--- config.mk ---
export PLATFORM = sky130hd
export DESIGN_NAME = ps2_scancode_to_ascii_flat
export DESIGN_NICKNAME = d
export VERILOG_FILES = /design/src/rtl/ps2_scancode_to_ascii_if.sv /design/src/rtl/ps2_scancode_to_ascii.sv /design/src/flat_wrapper.sv
export SDC_FILE = /design/constraint.sdc
export NUM_CORES = 1
export LEC_CHECK = 0
export ABC_CLOCK_PERIOD_IN_PS = 3900
export CAP_MARGIN = 20
export CORE_UTILIZATION = 55
export DETAILED_ROUTE_END_ITERATION = 7
export PLACE_DENSITY = 0.78
export SETUP_SLACK_MARGIN = 0.05
export SYNTH_ARGS = -nofsm -noshare
export SYNTH_HDL_FRONTEND = slang
export SYNTH_SLANG_ARGS = --single-unit
--- constraint.sdc ---
create_clock -name clk -period 3.9 [get_ports clk]
set_clock_uncertainty 0.2 [all_clocks]
set_input_delay 0.78 -clock clk [delete_from_list [all_inputs] [get_ports clk]]
set_output_delay 0.78 -clock clk [all_outputs]
set_load 0.02 [all_outputs]
--- src/rtl/ps2_scancode_to_ascii_if.sv ---
// Character stream from the scancode decoder to the text-buffer/editor stage.
// The decoder drives the master side and the consumer drives the slave side.
interface ps2_scancode_to_ascii_if;
  logic [7:0] char_out;
  logic       char_valid;
  logic       char_ready;

  modport master (output char_out, output char_valid, input char_ready);
  modport slave  (input char_out, input char_valid, output char_ready);
endinterface

--- src/rtl/ps2_scancode_to_ascii.sv ---
// Turns PS/2 set-2 byte strobes into ASCII characters. It tracks the break and
// extended prefixes and the Shift and Caps Lock state, and buffers characters in a FIFO.
module ps2_scancode_to_ascii #(
  parameter int FIFO_DEPTH = 8
) (
  input  logic                           clk,
  input  logic                           rst,
  input  logic [7:0]                     data_in,
  input  logic                           key_pressed,
  input  logic                           enter_pressed,
  input  logic                           bksp_pressed,
  input  logic                           break_entered,
  ps2_scancode_to_ascii_if.master        char_if,
  output logic                           shift_active,
  output logic                           caps_active,
  output logic                           overflow
);

  localparam int PW = $clog2(FIFO_DEPTH);
  localparam int CW = PW + 1;
  localparam logic [CW-1:0] LP_FULL = CW'(FIFO_DEPTH);

  typedef enum logic [1:0] {S_MAKE, S_BREAK, S_EXT, S_EXTBRK} state_t;

  // Returns {mapped, ascii}. Case applies to letters only; other keys follow Shift alone.
  function automatic logic [8:0] f_map(input logic [7:0] code, input logic shift,
                                       input logic caps);
    logic [7:0] lo;
    logic [7:0] hi;
    logic       upper;
    lo = 8'h00;
    hi = 8'h00;
    case (code)
      8'h1C: lo = 8'h61;  8'h32: lo = 8'h62;  8'h21: lo = 8'h63;  8'h23: lo = 8'h64;
      8'h24: lo = 8'h65;  8'h2B: lo = 8'h66;  8'h34: lo = 8'h67;  8'h33: lo = 8'h68;
      8'h43: lo = 8'h69;  8'h3B: lo = 8'h6A;  8'h42: lo = 8'h6B;  8'h4B: lo = 8'h6C;
      8'h3A: lo = 8'h6D;  8'h31: lo = 8'h6E;  8'h44: lo = 8'h6F;  8'h4D: lo = 8'h70;
      8'h15: lo = 8'h71;  8'h2D: lo = 8'h72;  8'h1B: lo = 8'h73;  8'h2C: lo = 8'h74;
      8'h3C: lo = 8'h75;  8'h2A: lo = 8'h76;  8'h1D: lo = 8'h77;  8'h22: lo = 8'h78;
      8'h35: lo = 8'h79;  8'h1A: lo = 8'h7A;
      8'h16: begin lo = 8'h31; hi = 8'h21; end
      8'h1E: begin lo = 8'h32; hi = 8'h40; end
      8'h26: begin lo = 8'h33; hi = 8'h23; end
      8'h25: begin lo = 8'h34; hi = 8'h24; end
      8'h2E: begin lo = 8'h35; hi = 8'h25; end
      8'h36: begin lo = 8'h36; hi = 8'h5E; end
      8'h3D: begin lo = 8'h37; hi = 8'h26; end
      8'h3E: begin lo = 8'h38; hi = 8'h2A; end
      8'h46: begin lo = 8'h39; hi = 8'h28; end
      8'h45: begin lo = 8'h30; hi = 8'h29; end
      8'h4E: begin lo = 8'h2D; hi = 8'h5F; end
      8'h55: begin lo = 8'h3D; hi = 8'h2B; end
      8'h41: begin lo = 8'h2C; hi = 8'h3C; end
      8'h49: begin lo = 8'h2E; hi = 8'h3E; end
      8'h4A: begin lo = 8'h2F; hi = 8'h3F; end
      8'h4C: begin lo = 8'h3B; hi = 8'h3A; end
      8'h52: begin lo = 8'h27; hi = 8'h22; end
      8'h29: lo = 8'h20;
      8'h5A: lo = 8'h0D;
      8'h66: lo = 8'h08;
      default: ;
    endcase
    if (lo >= 8'h61 && lo <= 8'h7A) begin
      hi    = lo - 8'h20;
      upper = shift ^ caps;
    end else begin
      upper = shift;
      if (hi == 8'h00) hi = lo;
    end
    return {lo != 8'h00, upper ? hi : lo};
  endfunction

  state_t          r_state, w_state_nxt;
  logic            r_lshift, r_rshift, r_caps;
  logic            w_lshift_nxt, w_rshift_nxt, w_caps_nxt;
  logic            r_shift_active, r_overflow, r_char_valid;
  logic [7:0]      r_char_out;
  logic [7:0]      r_mem [FIFO_DEPTH];
  logic [PW-1:0]   r_wr_ptr, r_rd_ptr, w_rd_ptr_nxt;
  logic [CW-1:0]   r_count, w_count_nxt, w_count_after_pop;
  logic            w_strobe, w_push, w_push_ok, w_pop, w_full, w_ovf_set;
  logic [7:0]      w_byte, w_push_data, w_head_nxt;
  logic [8:0]      w_map;

  // Priority among strobes: break > enter > bksp > key.
  assign w_strobe = key_pressed | enter_pressed | bksp_pressed | break_entered;
  assign w_byte   = break_entered ? 8'hF0 :
                    enter_pressed ? 8'h5A :
                    bksp_pressed  ? 8'h66 : data_in;
  assign w_map    = f_map(w_byte, r_lshift | r_rshift, r_caps);

  always_comb begin
    w_state_nxt  = r_state;
    w_lshift_nxt = r_lshift;
    w_rshift_nxt = r_rshift;
    w_caps_nxt   = r_caps;
    w_push       = 1'b0;
    w_push_data  = 8'h00;
    if (w_strobe) begin
      case (r_state)
        S_MAKE: begin
          if (w_byte == 8'hF0)      w_state_nxt  = S_BREAK;
          else if (w_byte == 8'hE0) w_state_nxt  = S_EXT;
          else if (w_byte == 8'h12) w_lshift_nxt = 1'b1;
          else if (w_byte == 8'h59) w_rshift_nxt = 1'b1;
          else if (w_byte == 8'h58) w_caps_nxt   = ~r_caps;
          else begin
            w_push      = w_map[8];
            w_push_data = w_map[7:0];
          end
        end
        S_BREAK: begin
          if (w_byte == 8'h12) w_lshift_nxt = 1'b0;
          if (w_byte == 8'h59) w_rshift_nxt = 1'b0;
          w_state_nxt = S_MAKE;
        end
        S_EXT:    w_state_nxt = (w_byte == 8'hF0) ? S_EXTBRK : S_MAKE;
        default:  w_state_nxt = S_MAKE;
      endcase
    end
  end

  assign w_full    = (r_count == LP_FULL);
  assign w_pop     = r_char_valid & char_if.char_ready;
  assign w_push_ok = w_push & (~w_full | w_pop);
  assign w_ovf_set = w_push & w_full & ~w_pop;

  // The head register is loaded with the next head so char_out is registered and stable.
  always_comb begin
    w_rd_ptr_nxt      = w_pop ? r_rd_ptr + PW'(1) : r_rd_ptr;
    w_count_after_pop = w_pop ? r_count - CW'(1) : r_count;
    w_count_nxt       = w_push_ok ? w_count_after_pop + CW'(1) : w_count_after_pop;
    w_head_nxt        = 8'h00;
    if (w_count_nxt != '0) begin
      if (w_count_after_pop == '0) w_head_nxt = w_push_data;
      else                         w_head_nxt = r_mem[w_rd_ptr_nxt];
    end
  end

  always_ff @(posedge clk or posedge rst) begin
    if (rst) begin
      r_state        <= S_MAKE;
      r_lshift       <= 1'b0;
      r_rshift       <= 1'b0;
      r_caps         <= 1'b0;
      r_shift_active <= 1'b0;
      r_wr_ptr       <= '0;
      r_rd_ptr       <= '0;
      r_count        <= '0;
      r_char_valid   <= 1'b0;
      r_char_out     <= 8'h00;
      r_overflow     <= 1'b0;
    end else begin
      r_state        <= w_state_nxt;
      r_lshift       <= w_lshift_nxt;
      r_rshift       <= w_rshift_nxt;
      r_caps         <= w_caps_nxt;
      r_shift_active <= w_lshift_nxt | w_rshift_nxt;
      if (w_push_ok) r_wr_ptr <= r_wr_ptr + PW'(1);
      r_rd_ptr       <= w_rd_ptr_nxt;
      r_count        <= w_count_nxt;
      r_char_valid   <= (w_count_nxt != '0);
      r_char_out     <= w_head_nxt;
      if (w_ovf_set) r_overflow <= 1'b1;
    end
  end

  always_ff @(posedge clk) begin
    if (w_push_ok) r_mem[r_wr_ptr] <= w_push_data;
  end

  assign char_if.char_out   = r_char_out;
  assign char_if.char_valid = r_char_valid;
  assign shift_active       = r_shift_active;
  assign caps_active        = r_caps;
  assign overflow           = r_overflow;

endmodule
--- src/flat_wrapper.sv ---
// flat-port wrapper written by rule: the top's interface ports become plain ports
module ps2_scancode_to_ascii_flat 
#(
  parameter int FIFO_DEPTH = 8
)
  (clk, rst, data_in, key_pressed, enter_pressed, bksp_pressed, break_entered, shift_active, caps_active, overflow, char_if_char_out, char_if_char_valid, char_if_char_ready);
  ps2_scancode_to_ascii_if char_if_i ();
  input  logic clk;
  input  logic rst;
  input  logic [7:0] data_in;
  input  logic key_pressed;
  input  logic enter_pressed;
  input  logic bksp_pressed;
  input  logic break_entered;
  output logic shift_active;
  output logic caps_active;
  output logic overflow;
  output wire logic [$bits(char_if_i.char_out)-1:0] char_if_char_out;
  output wire logic [$bits(char_if_i.char_valid)-1:0] char_if_char_valid;
  input wire logic [$bits(char_if_i.char_ready)-1:0] char_if_char_ready;
  assign char_if_char_out = char_if_i.char_out;
  assign char_if_char_valid = char_if_i.char_valid;
  assign char_if_i.char_ready = char_if_char_ready;
  ps2_scancode_to_ascii #(.FIFO_DEPTH(FIFO_DEPTH)) u_core (.clk(clk), .rst(rst), .data_in(data_in), .key_pressed(key_pressed), .enter_pressed(enter_pressed), .bksp_pressed(bksp_pressed), .break_entered(break_entered), .char_if(char_if_i), .shift_active(shift_active), .caps_active(caps_active), .overflow(overflow));
endmodule
==> out/qor.yml <==
status:
  outcome: "complete, but fails checks"
  violations: "negative setup slack"
synth:
  postSynthRegisterBits: 90
  post_synth.cell_area_avg_um2: 10.8
  synth_simple_gate_area_share_pct: 18.6
  netlist_instances: 493
  ys_async_sr_fraction_pct: 28.9
  synth.area.mux_share_pct: 11.0
  yosysTopAreaCellShare_pct: 36.0
  synth_largest_area_cell: "sky130_fd_sc_hd__edfxtp_1"
  synth_enable_flop_cells: 64
  synth_top_cells_by_area: "sky130_fd_sc_hd__edfxtp_1 (36%), sky130_fd_sc_hd__dfrtp_1 (12%), sky130_fd_sc_hd__mux2i_1 (6.7%), sky130_fd_sc_hd__mux4_2 (3.4%), sky130_fd_sc_hd__nand2_1 (2.2%)"
  synth_seq_area_share_pct: 48.1
  synth.lib_cells_used.distinct: 72
  syn-cell-area_mm2: 0.00534
  synth_flop_cell: "sky130_fd_sc_hd__edfxtp_1"
  synth_xor_xnor_area_share_pct: 3.11
  synth_adder_area_share_pct: 1.87
  synth_net_count: 516
  synth.yosys.warnings: 0
  largest_family_of_logic_cells_by_synthesized_area: "simple AND/OR/NAND/NOR gates"
  synth-compound-area-share_pct: 14.0
timing:
  finalWorstPathRequiredPeriod_ps: 3940
  maxClockFrequency_mhz: 254
  fin_tns_setup_ps: -320
  setup_repair_after_global_routing_missed_its_margin: "true"
  layout_worst_path_cycle_share_pct: 101
  report.final.hold_viol_count: 0
  setup_viol_count_final: 8
  finalMaxSlewViolations: 0
  final.setup.worst_slack_ps: -41.4
  maxSlewHeadroom_pct: 50.5
  worst-slew-pin-transition_ps: 735
routing:
  drcViolationCount: 0
  drt.antenna.violating_nets: 0
  initial_drc_count: 627
  firstDrtPassIters: 5
  num_vias: 5467
  route.detailed.wl_per_inst_um: 23.9
  avgViaCountPerCell: 6.60
  finalWirelength_um: 19800
clock_network:
  cts_clk_pin_slew_worst_paths_ps: 100
  maximum_level_of_the_cts_h_tree: 3
  insertion_delay_ps: 380
  clock_tree_from_tritoncts: "yes"
  numCtsBuffers: 9
  clkSinkCount: 90
  clock_path_buffers: 2
  hold_buffers: 0
  cts-root-buf: "sky130_fd_sc_hd__clkbuf_8"
setup_path:
  timing.critical_path.to_type: "register"
  regToRegStartpoint: "u_core.r_count[0]"
  rr_worst_depth: 12
  r2r-end: "u_core.char_if.char_out[2]"
  path_buf_inv: 6
  cp_cell_sequence: "buf_6 -> buf_12 -> nor3_4 -> buf_4 -> nand2_1 -> buf_4 -> a2111oi_1 -> nor4_1 -> nand3_1 -> nand3_1 -> a211oi_2 -> buf_4 -> nor2_4 -> buf_4 -> a211oi_4"
  critPathLaunchType: "primary input"
  critical_path_required_ps: 3820
  worst_ep_arrival_time_ps: 3870
  rrSetupSlack_ps: 730
  worst-path-max-fanout: 10
  crit_type: "in -> reg"
  worst_path_cell_with_the_longest_stage_delay: "sky130_fd_sc_hd__a2111oi_1"
  crit_top_cell: "sky130_fd_sc_hd__buf_4"
  crit_family: "compound AO/OA/AOI/OAI gates"
  critPathMaxStageDelay_ps: 480
pwr:
  power.net_switching_mw: 1.41
  combPwrFrac_pct: 47.7
  vdd_ir_drop_max_mv: 0.364
  cellPowerDensity_mw_per_mm2: 450
  sw_frac_of_total_pct: 39.5
  power.sequential.fraction_pct: 34.7
  cell_internal_pwr_mw: 2.16
  clockPowerShare_pct: 17.7
  cellLeakagePower_nw: 3.20
final_layout:
  final_core_util_pct: 85.2
  finish.cell_count_without_fillers: 828
  antennaDiodeCount: 0
  layout_cells_sized_above_1_pct: 44.9
  finish.net_count: 717
  area_delta_synth_final_pct: 48.7
  final.fill_count: 482
global_routing:
  antenna_found_initial: 0
  grt_start_max_net_pins: 34
  grt_use_total_pct: 36.5
  grt_remaining_overflow: 0
  grt_first_pass_wirelength_um: 27700
  first_global_vias: 5291
floorplan:
  floorplan.die.width_um: 101
  design.core.area_mm2: 0.00933
  io_pins: 27
  starting_density_of_the_core_pct: 57.3
  die_y_um: 101
  dieArea_mm2: 0.0101
  num_rows: 35
min_path:
  hold_sp: "u_core.r_lshift"
  timing.hold.worst_endpoint: "u_core.r_lshift"
  whs_path_depth: 1
  holdCritPathClass: "reg -> reg"
placed_design:
  hpwlAfterDp_um: 12700
  io_port_bufs: 26
  numPlacedInstances: 789
  gp_routability_congestion: 1.02
flow_run:
  drv_cap: 0
placed cells by master (no fill, tap or decap), types with 5 or more instances in the layout:
cell type,count
sky130_fd_sc_hd__o21ai_0,7
sky130_fd_sc_hd__buf_12,7
sky130_fd_sc_hd__clkdlybuf4s50_1,15
sky130_fd_sc_hd__nand2_1,29
sky130_fd_sc_hd__buf_4,169
sky130_fd_sc_hd__mux2i_1,35
sky130_fd_sc_hd__buf_6,15
sky130_fd_sc_hd__nor2_1,24
sky130_fd_sc_hd__xnor2_1,10
sky130_fd_sc_hd__clkbuf_8,9
sky130_fd_sc_hd__xor2_1,8
sky130_fd_sc_hd__inv_1,12
sky130_fd_sc_hd__nor2_4,6
sky130_fd_sc_hd__nor2b_1,5
sky130_fd_sc_hd__nand3_1,15
sky130_fd_sc_hd__nor4b_4,5
sky130_fd_sc_hd__dfrtp_1,26
sky130_fd_sc_hd__nor3_1,12
sky130_fd_sc_hd__ha_1,7
sky130_fd_sc_hd__a21oi_1,20
sky130_fd_sc_hd__nor4_1,13
sky130_fd_sc_hd__edfxtp_1,64
sky130_fd_sc_hd__o22ai_1,12
sky130_fd_sc_hd__nand4_1,7
sky130_fd_sc_hd__mux4_2,8
per-stage QoR:
stage	setup slack, ps	cell area (um^2)	hold slack, ps	total power, mW
3_3_place_gp	-1040	7160	261	2.74
6_report	-41.4	7940	320	3.57
3_5_place_dp	-1120	7160	289	2.79
4_1_cts	22.9	7740	314	3.45
5_1_grt	-108	7940	346	3.71
2_1_floorplan	52.9	5520	263	2.25
sequential cells by signal (all words and copies together), names as in the netlist:
signal	cells
u_core.r_lshift	1
u_core.overflow	1
u_core.r_rshift	1
u_core.shift_active	1
u_core.caps_active	1
u_core.r_mem	64
u_core.r_count	4
u_core.char_if.char_valid	1
u_core.char_if.char_out	8
u_core.r_wr_ptr	3
u_core.r_rd_ptr	3
u_core.r_state	2
per-layer routing:
layer | wire length (um) | GRT usage (%) | part of all wire (%) | vias to the layer above
met5 | 0 | 0 | 0 | -
met4 | 1190 | 19.8 | 6.0 | 0
met3 | 1740 | 4.85 | 8.8 | 126
met2 | 9520 | 61.4 | 48 | 427
met1 | 7330 | 46.0 | 37 | 2595
li1 | - | - | - | 2319
kinds of logic after synthesis:
group | count (synthesis)
multiplexers | 48
flip-flops | 90
buffers and inverters | 42
AO/OA/AOI/OAI | 105
XOR/XNOR | 19
AND/OR/NAND/NOR | 181
adder cells (fa/ha/maj) | 8
synth_stat cells (4+ instances only):
library cell	count
sky130_fd_sc_hd__nand2b_1	5
sky130_fd_sc_hd__buf_2	7
sky130_fd_sc_hd__o32ai_1	5
sky130_fd_sc_hd__nand3_1	18
sky130_fd_sc_hd__nor4_1	18
sky130_fd_sc_hd__nor3b_1	6
sky130_fd_sc_hd__xnor2_1	10
sky130_fd_sc_hd__nor2b_1	9
sky130_fd_sc_hd__nand2_1	32
sky130_fd_sc_hd__o21ai_0	10
sky130_fd_sc_hd__dfrtp_1	26
sky130_fd_sc_hd__mux4_2	8
sky130_fd_sc_hd__xor2_1	9
sky130_fd_sc_hd__a21oi_1	22
sky130_fd_sc_hd__inv_1	15
sky130_fd_sc_hd__nor4b_1	5
sky130_fd_sc_hd__clkbuf_1	14
sky130_fd_sc_hd__a211oi_1	5
sky130_fd_sc_hd__o21bai_1	4
sky130_fd_sc_hd__nand4_1	7
sky130_fd_sc_hd__mux2i_1	36
sky130_fd_sc_hd__ha_1	8
sky130_fd_sc_hd__or3_1	5
sky130_fd_sc_hd__a21o_1	4
sky130_fd_sc_hd__o22ai_1	14
sky130_fd_sc_hd__edfxtp_1	64
sky130_fd_sc_hd__buf_1	4
sky130_fd_sc_hd__nor2_1	32
sky130_fd_sc_hd__a2111oi_0	4
sky130_fd_sc_hd__nor3_1	19
sky130_fd_sc_hd__and2_1	4
layout make-up:
class | instances | area [um^2] | share of cell area, %
timing repair buffer | 216 | 1790 | 22.5
sequential | 90 | 2570 | 32.4
inverter | 16 | 60.1 | 0.756
tap | 129 | 161 | 2.03
multi-input combinational | 361 | 3180 | 40.0
clock inverter | 7 | 61.3 | 0.772
clock buffer | 9 | 124 | 1.56
what timing repair did:
action	CTS	global route
buffers inserted	18	6
setup endpoints to repair	142	136
gates resized for setup	91	54
pin swaps	26	23
endpoints found under the hold margin	0	0
worst max path at each step:
stage	from	to	slack, ps	depth (start not counted)
3_3_place_gp	data_in[1]	u_core.r_mem[4][3]	-1040	17
5_1_grt	data_in[0]	u_core.r_mem[4][0]	-110	15
6_report	bksp_pressed	u_core.r_mem[4][1]	-40	15
2_1_floorplan	break_entered	u_core.r_mem[0][2]	50	14
3_5_place_dp	enter_pressed	u_core.r_mem[7][4]	-1120	16
4_1_cts	enter_pressed	u_core.r_mem[7][5]	20	14
power groups by stage:
| stage | combinational (mW) | clock (mW) | sequential [mW] |
|---|---|---|---|
| after floorplan | 0.965 | 0 | 1.29 |
| after global routing | 1.79 | 0.666 | 1.25 |
| after global placement | 1.50 | 0 | 1.25 |
| after detailed placement | 1.53 | 0 | 1.26 |
| after CTS | 1.60 | 0.615 | 1.24 |
| final | 1.70 | 0.631 | 1.24 |
worst reg2reg max path: cells and delay by family (launching register included):
kind	cells	cell delay (ps)
flops	1	460
buf+inv	4	680
xor+xnor	1	160
simple gates	2	320
fa+ha+maj	1	310
mux	1	160
compound gates	3	810
(Power assumes the default switching activity.)
